**config.mk**
```make
export PLATFORM = sky130hd
export DESIGN_NAME = dmem_access_unit
export DESIGN_NICKNAME = d
export VERILOG_FILES = /design/src/rtl/dmem_pkg.sv /design/src/rtl/dmem_lane_align.sv /design/src/rtl/dmem_access_unit.sv
export SDC_FILE = /design/constraint.sdc
export NUM_CORES = 1
export LEC_CHECK = 0
export CORE_UTILIZATION = 43
export DETAILED_ROUTE_END_ITERATION = 8
export GPL_ROUTABILITY_DRIVEN = 0
export PLACE_DENSITY_LB_ADDON = 0.1
export SLEW_MARGIN = 25
export SYNTH_ARGS = -nofsm -noshare
export SYNTH_HDL_FRONTEND = slang
export SYNTH_SLANG_ARGS = --single-unit
export TNS_END_PERCENT = 30
```
**constraint.sdc**
```tcl
create_clock -name clk -period 9.76 [get_ports clk]
set_input_delay 2.44 -clock clk [delete_from_list [all_inputs] [get_ports clk]]
set_output_delay 2.44 -clock clk [all_outputs]
set_load 0.05 [all_outputs]
```
**src/rtl/dmem_pkg.sv**
```systemverilog
// Shared encodings for the data-memory access unit: access sizes, FSM states,
// default memory depth and the alignment rule used to classify requests.
package dmem_pkg;

   localparam int unsigned DMEM_DEPTH = 128;

   localparam logic [1:0] SZ_BYTE = 2'b00;
   localparam logic [1:0] SZ_HALF = 2'b01;
   localparam logic [1:0] SZ_WORD = 2'b10;

   typedef enum logic [2:0] {
      ST_IDLE,
      ST_RD,
      ST_WR,
      ST_RMW_RD,
      ST_RMW_WR,
      ST_RESP
   } state_e;

   // True when the size code is illegal or the low address bits break its alignment.
   function automatic logic is_bad_align(input logic [1:0] size, input logic [1:0] lo);
      case (size)
         SZ_BYTE: is_bad_align = 1'b0;
         SZ_HALF: is_bad_align = lo[0];
         SZ_WORD: is_bad_align = (lo != 2'b00);
         default: is_bad_align = 1'b1;
      endcase
   endfunction

endpackage

```
**src/rtl/dmem_lane_align.sv**
```systemverilog
// Little-endian lane logic: extracts and extends a byte/half/word from a memory
// word for loads, and merges store data into a word for read-modify-write.
module dmem_lane_align
   import dmem_pkg::*;
#(
   parameter int unsigned DATA_W = 32
) (
   input  logic [DATA_W-1:0] i_word,
   input  logic [1:0]        i_lo,
   input  logic [1:0]        i_size,
   input  logic              i_signed,
   input  logic [DATA_W-1:0] i_wdata,
   output logic [DATA_W-1:0] o_load,
   output logic [DATA_W-1:0] o_merged
);

   logic [7:0]  w_byte;
   logic [15:0] w_half;

   always_comb begin
      // NOTE: every combinational output gets a default first so no path leaves it unassigned (no latch).
      w_byte = 8'h00;
      case (i_lo)
         2'd0: w_byte = i_word[7:0];
         2'd1: w_byte = i_word[15:8];
         2'd2: w_byte = i_word[23:16];
         2'd3: w_byte = i_word[31:24];
         default: w_byte = 8'h00;
      endcase
      w_half = i_lo[1] ? i_word[31:16] : i_word[15:0];

      o_load = i_word;
      case (i_size)
         SZ_BYTE: o_load = {{(DATA_W-8){i_signed & w_byte[7]}}, w_byte};
         SZ_HALF: o_load = {{(DATA_W-16){i_signed & w_half[15]}}, w_half};
         default: o_load = i_word;
      endcase
   end

   always_comb begin
      o_merged = i_word;
      case (i_size)
         SZ_BYTE: begin
            case (i_lo)
               2'd0: o_merged[7:0]   = i_wdata[7:0];
               2'd1: o_merged[15:8]  = i_wdata[7:0];
               2'd2: o_merged[23:16] = i_wdata[7:0];
               2'd3: o_merged[31:24] = i_wdata[7:0];
               default: o_merged = i_word;
            endcase
         end
         SZ_HALF: begin
            if (i_lo[1]) o_merged[31:16] = i_wdata[15:0];
            else         o_merged[15:0]  = i_wdata[15:0];
         end
         default: o_merged = i_wdata;
      endcase
   end

endmodule

```
**src/rtl/dmem_access_unit.sv**
```systemverilog
// Load/store initiator for a word-only data memory with registered, glitch-free strobes.
// Define DMEM_SUBWORD_EN to enable byte/half accesses (extract/extend and read-modify-write).
module dmem_access_unit
   import dmem_pkg::*;
#(
   parameter int unsigned DATA_W = 32,
   parameter int unsigned DEPTH  = DMEM_DEPTH
) (
   input  logic              clk,
   input  logic              rst,
   input  logic              req_valid,
   output logic              req_ready,
   input  logic              req_write,
   input  logic [1:0]        req_size,
   input  logic              req_signed,
   input  logic [31:0]       req_addr,
   input  logic [DATA_W-1:0] req_wdata,
   output logic              resp_valid,
   output logic [DATA_W-1:0] resp_rdata,
   output logic              resp_err,
   output logic              memread,
   output logic              memwrite,
   output logic [31:0]       address,
   output logic [DATA_W-1:0] writedata,
   input  logic [DATA_W-1:0] readdata
);

   state_e r_state;
   state_e w_next;

   logic              r_memread;
   logic              r_memwrite;
   logic [31:0]       r_address;
   logic [DATA_W-1:0] r_writedata;
   logic              r_resp_valid;
   logic              r_resp_err;
   logic [DATA_W-1:0] r_resp_rdata;

   logic [31:0]       w_word_idx;
   logic              w_req_err;
   logic [DATA_W-1:0] w_load_data;
   logic              w_accept;

   assign w_accept   = (r_state == ST_IDLE) && req_valid;
   assign w_word_idx = req_addr >> 2;

`ifdef DMEM_SUBWORD_EN
   logic [1:0]        r_size;
   logic              r_signed;
   logic [1:0]        r_lo;
   logic [DATA_W-1:0] w_merged;

   assign w_req_err = is_bad_align(req_size, req_addr[1:0]) || (w_word_idx >= 32'(DEPTH));

   dmem_lane_align #(.DATA_W(DATA_W)) u_lane (
      .i_word   (readdata),
      .i_lo     (r_lo),
      .i_size   (r_size),
      .i_signed (r_signed),
      .i_wdata  (r_writedata),
      .o_load   (w_load_data),
      .o_merged (w_merged)
   );

   always_ff @(posedge clk or posedge rst) begin
      if (rst) begin
         r_size   <= SZ_WORD;
         r_signed <= 1'b0;
         r_lo     <= 2'b00;
      end else if (w_accept) begin
         r_size   <= req_size;
         r_signed <= req_signed;
         r_lo     <= req_addr[1:0];
      end
   end
`else
   logic w_unused_signed;

   // Word-only build: anything but an aligned in-range word is rejected.
   assign w_req_err = (req_size != SZ_WORD) || (req_addr[1:0] != 2'b00) ||
                      (w_word_idx >= 32'(DEPTH));
   assign w_load_data     = readdata;
   assign w_unused_signed = req_signed;
`endif

   always_ff @(posedge clk or posedge rst) begin
      // NOTE: sequential state uses non-blocking assignments so every register samples pre-edge values.
      if (rst) r_state <= ST_IDLE;
      else     r_state <= w_next;
   end

   always_comb begin
      w_next = r_state;
      case (r_state)
         ST_IDLE: begin
            if (req_valid) begin
               if (w_req_err)       w_next = ST_RESP;
               else if (!req_write) w_next = ST_RD;
               else begin
`ifdef DMEM_SUBWORD_EN
                  w_next = (req_size == SZ_WORD) ? ST_WR : ST_RMW_RD;
`else
                  w_next = ST_WR;
`endif
               end
            end
         end
         ST_RD:     w_next = ST_RESP;
         ST_WR:     w_next = ST_RESP;
`ifdef DMEM_SUBWORD_EN
         ST_RMW_RD: w_next = ST_RMW_WR;
         ST_RMW_WR: w_next = ST_RESP;
`endif
         ST_RESP:   w_next = ST_IDLE;
         default:   w_next = ST_IDLE;
      endcase
   end

   // Memory-side and response outputs are registered from the next state, so each
   // strobe is a clean flop output lasting exactly one state.
   always_ff @(posedge clk or posedge rst) begin
      if (rst) begin
         r_memread    <= 1'b0;
         r_memwrite   <= 1'b0;
         r_address    <= '0;
         r_writedata  <= '0;
         r_resp_valid <= 1'b0;
         r_resp_err   <= 1'b0;
         r_resp_rdata <= '0;
      end else begin
         r_memread    <= (w_next == ST_RD) || (w_next == ST_RMW_RD);
         r_memwrite   <= (w_next == ST_WR) || (w_next == ST_RMW_WR);
         r_resp_valid <= (w_next == ST_RESP);

         if (w_accept) begin
            r_address   <= w_word_idx;
            r_writedata <= req_wdata;
         end
`ifdef DMEM_SUBWORD_EN
         if (r_state == ST_RMW_RD) r_writedata <= w_merged;
`endif

         if (w_next == ST_RESP) begin
            r_resp_err   <= (r_state == ST_IDLE);
            r_resp_rdata <= (r_state == ST_RD) ? w_load_data : '0;
         end else begin
            r_resp_err   <= 1'b0;
         end
      end
   end

   assign req_ready  = (r_state == ST_IDLE);
   assign memread    = r_memread;
   assign memwrite   = r_memwrite;
   assign address    = r_address;
   assign writedata  = r_writedata;
   assign resp_valid = r_resp_valid;
   assign resp_err   = r_resp_err;
   assign resp_rdata = r_resp_rdata;

endmodule

```
# == After elaboration in Yosys (flattened, before gate mapping) ==
# Index checks and enable logic that the tools add are counted.
# word_totals
latch_bits,0
n_memories,0
rom_bits,0
output_inout_bits,101
mem_bits_rw,0
ff_bits,101
elab_cells,31
in_bits,103
# classes
n_eq_ne,8
div_mod_pow,0
shifts,0
multipliers,0
mux,6
bitwise_logic,0
order_cmp,1
reduce_logical,8
addsub,0
# op_table
op,count
32-bit two-way mux,1
30-bit by 8-bit greater-or-equal comparator with 1-bit output (second input constant),1
3-bit by 2-bit == test with 1-bit output (second input constant),3
3-bit by 1-bit == test with 1-bit output (second input constant),2
3-bit == test (second input constant),2
3-bit two-way mux,2
3-bit one-hot mux with 2 select lines,1
1-bit logical OR,4
3-bit logical NOT,1
2-bit two-way mux,1
2-bit inequality test (second input constant),1
2-bit nonzero test,1
2-bit OR reduction,1
1-bit logical AND,1
1-bit two-way mux,1

# == Longest topological paths before layout ==
# logic_depth
word_depth,8
ltp_mapped,6
ltp_nobuf,4

# == Least setup slack after synthesis ==
# OpenSTA, ideal clock, no wires.
# synth_path
path_type,register -> output
from,register r_state[1]
to,output req_ready
stages_incl_launch_ff,2
arrival_time_ns,1.551
slack_ns,5.769
n_path_buf,0
path_cell_list,dfrtp_1 nor3_1
# synth_between
elab_chain_len,1
# synth_lines
element,line_no,source
start: declaration,dmem_access_unit.sv:28,state_e r_state;
start signal: assignment,dmem_access_unit.sv:89,else r_state <= w_next;
3-bit logical NOT,dmem_access_unit.sv:152,assign req_ready = (r_state == ST_IDLE);
end: declaration,dmem_access_unit.sv:12,"output logic req_ready,"
# Every way passes these cells.

# == Final worst setup path ==
# Same ends and word-level chain as after synthesis.

==> results.md <==
* Cts bufs inserted at 9
* Setup-failing EPs final at 0
* Bufs on Longest Clock Path at 2
* Core box area at 0.00924 mm^2
* H-tree depth at 3
* Post-layout util at 0.684
* Register area share after synthesis at 0.615
* Number of fill cells at 738
* I/O pin cnt at 204
* CP Class: flip-flop to primary output
* Worst EP arrival at 2.07 ns
* Core Rows at 35
* Post-synthesis compound-gate area fraction at 0.0731
* Leakage power at 0.00293 uW
* Die Wd at 99.7 um
* F_max at 222 MHz
* Multi-input logic area at 0.00140 mm^2
* Final Max Slew Viols at 0
* Mapped Area at 0.00411 mm^2
* Crit path max fanout at 3
* DRT Pass-1 Iters at 4
* Die H at 99.7 um
* Vias in the first global route at 3472
* Worst Hold End: writedata[31]
* Fin nets at 729
* Avg Cell Area, Syn at 9.44 um^2
* DR iter-0 viols at 107
* Area Growth Syn to Fin at 53.8%
* WL per Instance at 13.5 um
* Clock root cell: clkbuf_8
* Final Hold Viols at 0
* Drt total wl at 10200 um
* DRC viols at 0
* Yosys cell types at 24
* CTS tree: built
* Xor/xnor cell area share of the yosys netlist at 0.00213
* Largest net degree at the start of global routing at 87
* Top cell type's share of synthesized area at 0.615
* I/O Buffers at 200
* Outcome: finished clean
* Critical path capture point type: primary output
* PwrDens at 376 mW/mm^2
* Initial antenna violation count at 0
* Routed vias at 3540
* Slew @ Worst Pin at 0.767 ns
* Multiplexer area fraction after synthesis at 0
* Cells after synthesis at 435
* Synth area leaders: dfrtp_1, nand2_1, o21ai_2, buf_4, buf_12
* Cts hold-fix bufs at 0
* Synthesis warning total at 0
* Worst reg-to-reg path cell count at 5
* Worst rel slew slack at 0.488
* Setup_tns at 0 ns
* Final Cell Area at 0.00632 mm^2
* FF/Latch Area at 0.00253 mm^2
* Via density at 4.66
* Ant. Diodes at 0
* Adder-cell share of the synthesized area at 0
* Tot Pwr at 2380 uW
* R2R Path End: resp_rdata[28]
* Max Cap Violations at 0
* PostCTS Resize Cnt at 0
* Hold Path Class: flip-flop to flip-flop
* WP data required at 7.32 ns
* Most frequent cells in the layout: nand2_1, clkdlybuf4s50_1, dfrtp_1, o21ai_2, clkbuf_8
* Hold path depth at 2
* Dpl hpwl at 7150 um
* Tcrit/Tclk final at 0.462
* Clock sink count at 101
* Max IR drop VDD at 0.223 mV
* Initial Utilization at 0.445
* Crit Reg-Reg Startpoint: r_state[1]
* Commonest non-fill, non-tap cell in the layout: nand2_1
* Clock Skews at 0.00969 ns
* Worst-path clk slew at 0.09 ns
* Placed Area at 0.00614 mm^2
* Crit start category: flip-flop
* FF+latch count, synth at 101
* Simple-gate share of the synthesized area at 0.262
* R2R setup slack at 7.21 ns
* Min Tclk post-route at 4.51 ns
* Later-pin clock latency in the skew report at 0.34 ns
* RSZ-0062 raised after global routing: false
* Cell taking the most area after synthesis: dfrtp_1
* Largest family of logic cells by synthesized area: simple AND/OR/NAND/NOR gates
* Share of cells above drive strength 1 at 0.0919
* Die Area at 0.00995 mm^2
* Hold path startpoint: writedata[31]
* Total congestion overflow at 0
* Global-route wire length before repair at 16600 um
* Post-DRT Antenna Nets at 0
* Post CTS Setup Buffer Count at 0
* Tot GR Track Use at 0.211
## cell usage after synthesis
cell,n
nand2b_1,1
o21ai_0,5
buf_2,5
inv_1,1
nor2_1,1
o21a_4,1
nand3_1,1
dfrtp_1,101
a31oi_1,1
clkbuf_1,9
and2_1,2
nor4_2,4
nor3_1,2
nor3b_1,1
conb_1,1
xor2_1,1
nor4b_1,1
and3_1,2
buf_12,3
o21ai_2,29
nand4_1,1
buf_4,9
nor4_1,2
nand2_1,251
## area by class of cell
class | count | share of cell area
Multi-Input combinational cell | 308 | 0.222
Sequential cell | 101 | 0.400
Inverter | 1 | 0.000990
Timing Repair Buffer | 205 | 0.323
Tap cell | 129 | 0.0255
Clock buffer | 11 | 0.0224
Clock inverter | 5 | 0.00574
## report_power, final
part	total, uW	internal, uW	switching, uW
combinational	1440	456	986
clock	240	100	140
sequential	693	602	91.4
## layer usage
layer  part of all wire  GRT usage  up-vias
li1                   -          -     1741
met1               0.43      0.270     1668
met2               0.48      0.344      120
met3              0.069     0.0604       11
met4              0.012     0.0701        0
met5                  0          0        -
## registers in the layout, indices dropped and copies added, names as in the netlist
signal and count:
resp_rdata 32, writedata 32, address 30, r_state 3, memread 1, memwrite 1
resp_err 1, resp_valid 1
## metrics by stage
stage | hold slack (ns) | setup WS (ns) | instances
detailed placement | 0.461 | 5.16 | 744
finish | 0.479 | 5.25 | 760
global placement | 0.456 | 5.18 | 744
CTS | 0.484 | 5.19 | 760
global route | 0.504 | 5.14 | 760
floorplan | 0.576 | 4.67 | 436
## logic make-up (layout without fill, tap and decap cells)
group                     Yosys count  count (layout)
xor gates and xnor gates            1               1
buffers and inverters              27             222
AOI/OAI and AO/OA                  36              36
and+or+nand+nor                   269             269
DFF                               101             101
other                               1               2
## critical path, stage by stage (launching register included)
cell	delay, ns
dfrtp_1	0.42
nor3_1	0.42
clkdlybuf4s50_1	0.89
## worst max-delay path by stage
stage	from	end	slack, ns	cells past startpoint
3_3_place_gp	req_valid	resp_rdata[28]	5.18	5
2_1_floorplan	rst	address[0]	4.67	1
4_1_cts	r_state[2]	req_ready	5.19	2
3_5_place_dp	req_valid	resp_rdata[29]	5.16	5
5_1_grt	r_state[1]	req_ready	5.14	2
6_report	r_state[1]	req_ready	5.25	2
Power figures use the tool's default switching activity.
